==> config.mk <==
export PLATFORM = sky130hd
export DESIGN_NAME = count_arbiter_flat
export DESIGN_NICKNAME = d
export VERILOG_FILES = /design/src/rtl/count_arbiter_pkg.sv /design/src/rtl/count_arbiter_if.sv /design/src/rtl/count_arbiter_core.sv /design/src/rtl/count_arbiter.sv /design/src/flat_wrapper.sv
export SDC_FILE = /design/constraint.sdc
export NUM_CORES = 1
export LEC_CHECK = 0
export BUFFER_PORTS_ARGS = -buffer_cell sky130_fd_sc_hd__buf_4
export CORE_MARGIN = 10
export CORE_UTILIZATION = 30
export CTS_CLUSTER_DIAMETER = 30
export DETAILED_ROUTE_END_ITERATION = 8
export GPL_ROUTABILITY_DRIVEN = 0
export GPL_TIMING_DRIVEN = 0
export PLACE_DENSITY = 0.48
export RECOVER_POWER = 100
export SYNTH_ARGS = -nofsm -noshare
export SYNTH_HDL_FRONTEND = slang
export SYNTH_SLANG_ARGS = --single-unit
==> constraint.sdc <==
create_clock -name clk -period 7.26 [get_ports clk]
set_input_delay 1.089 -clock clk [delete_from_list [all_inputs] [get_ports clk]]
set_output_delay 1.089 -clock clk [all_outputs]
set_load 0.005 [all_outputs]
==> src/rtl/count_arbiter_pkg.sv <==
// Shared types and constants for the round-robin counter arbiter.
// Holds the arbiter state encoding, counter width and the ring-pointer helper.
package count_arbiter_pkg;

  localparam int CNT_W = 4;
  localparam logic [CNT_W-1:0] CNT_MAX = 4'd15;
  localparam int OWN_W = 3;
  localparam int MAX_REQ = 8;

  typedef enum logic {
    IDLE = 1'b0,
    OWN  = 1'b1
  } arb_state_e;

  // Advance a requester index around a ring of n entries.
  function automatic logic [OWN_W-1:0] next_idx(input logic [OWN_W-1:0] idx, input int n);
    if (idx == OWN_W'(n - 1)) begin
      return '0;
    end
    return idx + OWN_W'(1);
  endfunction

endpackage

==> src/rtl/count_arbiter_if.sv <==
// Request/grant and counter-observation bundle between requesters and the arbiter.
// master = requester side (drives req/req_num), slave = arbiter side.
interface count_arbiter_if #(
  parameter int NREQ = 4
);

  logic [NREQ-1:0]                        req;
  logic [count_arbiter_pkg::CNT_W*NREQ-1:0] req_num;
  logic [NREQ-1:0]                        gnt;
  logic [NREQ-1:0]                        done;
  logic [count_arbiter_pkg::OWN_W-1:0]    owner;
  logic                                   busy;
  logic [count_arbiter_pkg::CNT_W-1:0]    number;
  logic                                   zero;

  modport master (
    output req, req_num,
    input  gnt, done, owner, busy, number, zero
  );

  modport slave (
    input  req, req_num,
    output gnt, done, owner, busy, number, zero
  );

endinterface

==> src/rtl/count_arbiter_core.sv <==
// Free-running 4-bit counter with synchronous load, a one-cycle-delayed copy (number)
// and a zero flag decoded from that delayed copy.
module count_core
  import count_arbiter_pkg::*;
(
  input  logic             clk,
  input  logic             rst_n,
  input  logic             set,
  input  logic [CNT_W-1:0] set_num,
  output logic [CNT_W-1:0] count,
  output logic [CNT_W-1:0] number,
  output logic             zero
);

  logic [CNT_W-1:0] count_q, count_d;
  logic [CNT_W-1:0] number_q, number_d;

  always_comb begin
    count_d  = count_q + CNT_W'(1);
    number_d = count_q;
    if (set) begin
      count_d = set_num;
    end else if (count_q == CNT_MAX) begin
      count_d = '0;
    end
  end

  always_ff @(posedge clk or negedge rst_n) begin
    if (!rst_n) begin
      count_q  <= '0;
      number_q <= '0;
    end else begin
      count_q  <= count_d;
      number_q <= number_d;
    end
  end

  assign count  = count_q;
  assign number = number_q;
  // Gated by rst_n so the flag reads low for the whole reset window.
  assign zero   = rst_n & (number_q == '0);

endmodule

==> src/rtl/count_arbiter.sv <==
// Round-robin arbiter granting ownership of a shared counter; the owner loads it,
// done pulses on the 15->0 wrap, dropping req aborts ownership without done.
module count_arbiter
  import count_arbiter_pkg::*;
#(
  parameter int NREQ = 4
) (
  input logic            clk,
  input logic            rst_n,
  count_arbiter_if.slave bus
);

  arb_state_e       state_q, state_d;
  logic [OWN_W-1:0] ptr_q, ptr_d;
  logic [OWN_W-1:0] owner_q, owner_d;
  logic [NREQ-1:0]  gnt_q, gnt_d;
  logic [NREQ-1:0]  done_q, done_d;

  logic [MAX_REQ-1:0]       req_ext;
  logic [CNT_W*MAX_REQ-1:0] req_num_ext;
  logic [MAX_REQ-1:0]       gnt_ext, done_ext;
  logic [OWN_W-1:0]         scan_idx, win_idx;
  logic                     win_found;
  logic                     set;
  logic [CNT_W-1:0]         set_num;
  logic [CNT_W-1:0]         count;

  // Widen to the maximum requester count so every index is exactly sized.
  always_comb begin
    req_ext                   = '0;
    req_ext[NREQ-1:0]         = bus.req;
    req_num_ext               = '0;
    req_num_ext[CNT_W*NREQ-1:0] = bus.req_num;
  end

  // First requesting index at or after the pointer, wrapping around the ring.
  always_comb begin
    win_found = 1'b0;
    win_idx   = '0;
    scan_idx  = ptr_q;
    for (int k = 0; k < NREQ; k++) begin
      if (!win_found && req_ext[scan_idx]) begin
        win_found = 1'b1;
        win_idx   = scan_idx;
      end
      scan_idx = next_idx(scan_idx, NREQ);
    end
  end

  always_comb begin
    state_d  = state_q;
    ptr_d    = ptr_q;
    owner_d  = owner_q;
    gnt_ext  = '0;
    done_ext = '0;
    set      = 1'b0;
    set_num  = req_num_ext[{win_idx, 2'b00} +: CNT_W];
    case (state_q)
      IDLE: begin
        if (win_found) begin
          set              = 1'b1;
          gnt_ext[win_idx] = 1'b1;
          owner_d          = win_idx;
          ptr_d            = next_idx(win_idx, NREQ);
          state_d          = OWN;
        end
      end
      OWN: begin
        // Abort is checked first so a simultaneous drop and wrap gives no done.
        if (!req_ext[owner_q]) begin
          state_d = IDLE;
        end else if (count == CNT_MAX) begin
          done_ext[owner_q] = 1'b1;
          state_d           = IDLE;
        end
      end
      default: state_d = IDLE;
    endcase
    gnt_d  = gnt_ext[NREQ-1:0];
    done_d = done_ext[NREQ-1:0];
  end

  always_ff @(posedge clk or negedge rst_n) begin
    if (!rst_n) begin
      state_q <= IDLE;
      ptr_q   <= '0;
      owner_q <= '0;
      gnt_q   <= '0;
      done_q  <= '0;
    end else begin
      state_q <= state_d;
      ptr_q   <= ptr_d;
      owner_q <= owner_d;
      gnt_q   <= gnt_d;
      done_q  <= done_d;
    end
  end

  count_core u_core (
    .clk     (clk),
    .rst_n   (rst_n),
    .set     (set),
    .set_num (set_num),
    .count   (count),
    .number  (bus.number),
    .zero    (bus.zero)
  );

  assign bus.gnt   = gnt_q;
  assign bus.done  = done_q;
  assign bus.owner = owner_q;
  assign bus.busy  = (state_q == OWN);

endmodule
==> src/flat_wrapper.sv <==
// flat-port wrapper written by rule: the top's interface ports become plain ports
module count_arbiter_flat import count_arbiter_pkg::*;
#(
  parameter int NREQ = 4
)
  (clk, rst_n, bus_req, bus_req_num, bus_gnt, bus_done, bus_owner, bus_busy, bus_number, bus_zero);
  count_arbiter_if #(.NREQ(NREQ)) bus_i ();
  input logic clk;
  input logic rst_n;
  input wire logic [$bits(bus_i.req)-1:0] bus_req;
  input wire logic [$bits(bus_i.req_num)-1:0] bus_req_num;
  output wire logic [$bits(bus_i.gnt)-1:0] bus_gnt;
  output wire logic [$bits(bus_i.done)-1:0] bus_done;
  output wire logic [$bits(bus_i.owner)-1:0] bus_owner;
  output wire logic [$bits(bus_i.busy)-1:0] bus_busy;
  output wire logic [$bits(bus_i.number)-1:0] bus_number;
  output wire logic [$bits(bus_i.zero)-1:0] bus_zero;
  assign bus_i.req = bus_req;
  assign bus_i.req_num = bus_req_num;
  assign bus_gnt = bus_i.gnt;
  assign bus_done = bus_i.done;
  assign bus_owner = bus_i.owner;
  assign bus_busy = bus_i.busy;
  assign bus_number = bus_i.number;
  assign bus_zero = bus_i.zero;
  count_arbiter #(.NREQ(NREQ)) u_core (.clk(clk), .rst_n(rst_n), .bus(bus_i));
endmodule
# Word-level counts from Yosys, hierarchy flattened
# Cells that the tools add are included.
dict set report totals {
  word_cells 86
  regBits 23
  input_bits 22
}
dict set report classes {
  bitwise_logic 2
  addsub 5
  shift 1
  n_lt_le_gt_ge 8
  n_reduce_logical 10
  muxes 48
  n_eq_ne 5
}
# op n
set ops {}
lappend ops {{$mux 3} 12}
lappend ops {{$shiftx 32x6->4} 1}
lappend ops {{$mux 4} 7}
lappend ops {{$lt 3x4->1 const B} 6}
lappend ops {{$mux 1} 21}
lappend ops {{$bmux 1 s3} 5}
lappend ops {{$add 3x1->3 const B} 4}
lappend ops {{$eq 3x2->1 const B} 4}
lappend ops {{$demux 1 s3} 2}
lappend ops {{$ge 3x1->1 const B} 2}
lappend ops {{$logic_and 1x1->1} 5}
lappend ops {{$add 4x1->4 const B} 1}
lappend ops {{$eq 4x4->1 const B} 1}
lappend ops {{$logic_not 4->1} 1}
lappend ops {{$logic_not 1->1} 3}
lappend ops {{$pmux 1 s2} 1}
lappend ops {{$reduce_and 2->1} 1}
lappend ops {{$and 1x1->1} 1}
lappend ops {{$not 1->1} 1}

# Logic depth before layout (Yosys ltp)
dict set report depth {
  depth_word 19
  depth_mapped 14
}

# Cells and area by module
# Synthesis repeated with hierarchy kept, for this count alone.
dict set report hier_totals {
  hier_cells 135
  area_unflattened_um2 1400.1
}
# mod area_each_um2 instances cells_per_inst
set by_module_without_submodules {}
lappend by_module_without_submodules {count_arbiter 1092.3 1 111}
lappend by_module_without_submodules {count_core 307.8 1 24}

# Least setup slack after synthesis
# Ideal clock, no wire load.
dict set report synth_path {
  path_kind {reg-to-reg}
  start {register u_core.ptr_q[0]}
  end {register u_core.ptr_q[1]}
  arrival_time_ps 2803
  setup_ps 126
  setup_slack_ps 4331
  path_stages_with_launch 14
  period_less_slack_ps 2929
  path_buffers 2
  path_cell_list {dfrtp_1 buf_2 inv_2 ha_1 a21boi_1 mux2i_1 a211oi_2 mux2_4 nor3b_4 buf_6 inv_1 ha_1 nand3b_1 o21ai_0}
}
dict set report synth_between {
  elab_chain_len 18
}
# element line_no
set synth_rtl {}
lappend synth_rtl {{start, declared} count_arbiter.sv:14} ;# logic [OWN_W-1:0] ptr_q, ptr_d;
lappend synth_rtl {{start signal, assigned} count_arbiter.sv:92} ;# ptr_q <= ptr_d;
lappend synth_rtl {{parallel branches: the longest is 12 deep, another holds $add 3x1->3} n/a}
lappend synth_rtl {{$mux 3 *} count_arbiter.sv:42} ;# if (!win_found && req_ext[scan_idx]) begin
lappend synth_rtl {{net u_core.win_idx[0]} count_arbiter.sv:22} ;# logic [OWN_W-1:0] scan_idx, win_idx;
lappend synth_rtl {{$eq 3x2->1} count_arbiter_pkg.sv:17} ;# if (idx == OWN_W'(n - 1)) begin
lappend synth_rtl {{$mux 1} count_arbiter_pkg.sv:17}
lappend synth_rtl {{$mux 1} count_arbiter.sv:60} ;# if (win_found) begin
lappend synth_rtl {{$mux 1} count_arbiter.sv:58} ;# case (state_q)
lappend synth_rtl {{$mux 3 *} count_arbiter_pkg.sv:20} ;# return idx + OWN_W'(1);
# Mark *: on every way through the listed nets, which the timed path passes. The select of a mux whose other input is x is not followed.
# A chain may end at the register's enable or synchronous reset.

# Worst setup path after layout
# Ends and elaborated chain as after synthesis.

==> metrics <==
status finished clean; Clk Latency, worst-skew pair 260 ps; ys async rst share between 90% and 100%; gr usage total 9.83%; Combinational Power Share 67.1%; most common cell in the netlist dfrtp_1; CP Class register to register; number of fillers in the final layout 508; leakage 0.856 nW; num rows 25; top cells by area, synth dfrtp_1 38%, mux2i_1 8.6%, ha_1 4.1%, nor2b_1 2.9%, nor2_1 2.5%; DRT Pass-1 Iters 4; sequential share of the synthesized area 37.9%; H-tree levels 1; commonest cells in the netlist 23 x dfrtp_1, 13 x mux2i_1, 10 x nor2_1; Die W 91.2 um; maximum clock rate 222 MHz; net count after synthesis ~180; Synth Area in Simple Gates 23.1%; total CTS buffers 3; Tcrit/Tclk final 62.0%; Int Power 486 uW; initial antenna violation count 0; Worst Tran Pin Value 1230 ps; Final min period 4500 ps; antenna-violating nets left 0; CTS resizes 0; PD cells roughly 470 mW/mm2; Initial Util 31.6%; DR vias/cell ~5.2; IO Port Bufs 38; Yosys top cell area share a little under two fifths; Sw Pwr 402 uW; setup tns final 0 ps; final wirelength approximately 4000 um; vias in the first global route roughly 1400; compound-cell area share of the yosys netlist 19.3%; Hold Crit Class register to register; Final HPWL DP 3280 um; Post-CTS Setup Repair Bufs 0; Post-Layout Cell Count 260; fin nets 221; Fin. Hold Viols 0; crit end category register; final-report max-slew violation count 0; CORE AREA 0.00482 mm2; Mean Syn Cell Area approximately 10 um2; CTS tree built; final core occ ~39%; vias post-DR 1344; Die ar. approximately 0.0083 mm2; main combinational cell family by area after synthesis simple AND/OR/NAND/NOR gates; max cap viols 0; Layout area overhead 24.2%; initial DRC count 77; Synth Instances approximately 150; crit-path cells clkbuf_1 > inv_1 > ha_1 > a21boi_0 > mux2i_1 > a211oi_1 > mux2_4 > nor3b_1 > clkbuf_1 > inv_1 > ha_1 > nand3b_1 > o21ai_0; Slew HR between 10% and 20%; Yosys Warn Count 0; cell area after synthesis 0.00152 mm2; worst-path fanout max 10; CTS sink count 23; Clock transition at path regs 80 ps; share of layout cells above drive strength 1 26.4%; XOR/XNOR Fraction of Synth Area less than 1%; residual DRC count 0; CP peak stage delay 520 ps; Post-synth top flop dfrtp_1; crit start category register; Bufs on Longest Clock Path 2; clock power share 8.5%; Yosys reg bits 23; Post-synth EDFFs 0; switch share 45.3%; largest net degree at the start of global routing 25; Arrival @ worst endpoint 4640 ps; placed cells 256; cts hold-fix bufs 0; Worst Skew 5.07 ps; Synth area leader dfrtp_1; Yosys cell types 51; Synth Area in Adders under 10%; first-pass GRT wire length around 7000 um; RSZ-0062 raised after global routing false; IO Count 39; hold_ws 441 ps; post-synthesis mux area share 11.0%; root buf cell clkbuf_8; number of diodes 0; grt total ovfl 0; WL/cell 15.4 um; Flop pwr share between 20 and 25%; Max stage delay cell, worst path a211oi_1; Peak VDD IR between 0.15 and 0.2 mV; Die Ht slightly above 90 um; Critical Path RT 7390 ps; # setup viols final 0
logic make-up (layout without fill, tap and decap cells):
family                   after synthesis  count (layout)
adder cells (fa/ha/maj)                5               5
multiplexers                          15              15
AND/OR/NAND/NOR                       60              60
flip-flops                            23              23
buffers and inverters                 11              53
AO/OA/AOI/OAI                         36              36
XOR/XNOR                               1               1
final timing paths:
kind / depth (start not counted) / start / to / slack [ps]
setup / recovery: 13 / u_core.ptr_q[0]$_DFFE_PN0P_ / u_core.ptr_q[1]$_DFFE_PN0P_ / 2760
hold / removal: 0 / u_core.u_core.count[1]$_DFF_PN0_ / u_core.u_core.number[1]$_DFF_PN0_ / 440
setup reg to reg: 13 / u_core.ptr_q[0]$_DFFE_PN0P_ / u_core.ptr_q[1]$_DFFE_PN0P_ / 2760
hold reg to reg: 0 / u_core.u_core.count[1]$_DFF_PN0_ / u_core.u_core.number[1]$_DFF_PN0_ / 440
max in group asynchronous: 1 / rst_n / u_core.u_core.count[2]$_DFF_PN0_ / 5460
min in group asynchronous: 1 / rst_n / u_core.bus.done[1]$_DFF_PN0_ / 1070
metal layers:
metal / part of all wire (%) / routed length (um) / up-vias / global-route usage, %
met1: 42 / 1700 / 654 / 12.0
met5: 0 / 0 / - / 0
met4: 0.35 / 14 / 0 / 1.70
met2: 51 / 2060 / 41 / 16.8
met3: 5.7 / 230 / 2 / 2.96
li1: - / - / 647 / -
layout make-up:
class	instances	area, um2	area share, %
plain buffers	6	31.3	1.66
clock buffers	4	45.0	2.39
inverters	5	18.8	0.994
multi-input cells	117	867	45.9
flip-flops and latches	23	576	30.5
well taps	67	83.8	4.44
repair buffers	38	267	14.1
power groups by stage:
stage	registers, mW	logic, mW	clock network [mW]
detailed placement	0.221	0.630	0
global placement	0.219	0.626	0
global route	0.225	0.665	0.0865
CTS	0.218	0.634	0.0794
finish	0.216	0.595	0.0758
floorplan	0.211	0.477	0
critical path: cells and delay by family (launching register included):
family	cells	cell delay [ps]
AO/OA/AOI/OAI	3	840
AND/OR/NAND/NOR	2	550
adder cells (fa/ha/maj)	2	760
flip-flops	1	390
buffers and inverters	4	1360
multiplexers	2	460
cells in the final DEF, fill, tap and decap left out, types with 5 or more instances in the layout:
master	count
nor2_1	10
clkbuf_4	13
clkbuf_1	10
buf_4	20
mux2i_1	13
a21oi_1	5
nand3_1	5
ha_1	5
dfrtp_1	23
inv_1	5
nor2b_1	7
nand2_1	9
o21ai_0	5
metrics by stage:
stage          setup WS (ps)  area [um2]  power, mW
2_1_floorplan           4330        1520      0.688
3_3_place_gp            3990        1890      0.845
3_5_place_dp            3950        1890      0.851
4_1_cts                 3960        1930      0.931
5_1_grt                 2310        1890      0.977
6_report                2760        1890      0.887
state kept, by name, indices dropped and copies added, names as in the netlist:
name / cells
u_core.bus.gnt: 4
u_core.ptr_q: 3
u_core.bus.done: 4
u_core.bus.busy: 1
u_core.u_core.number: 4
u_core.bus.owner: 3
u_core.u_core.count: 4
No activity file was read; power rests on OpenSTA's default activity.
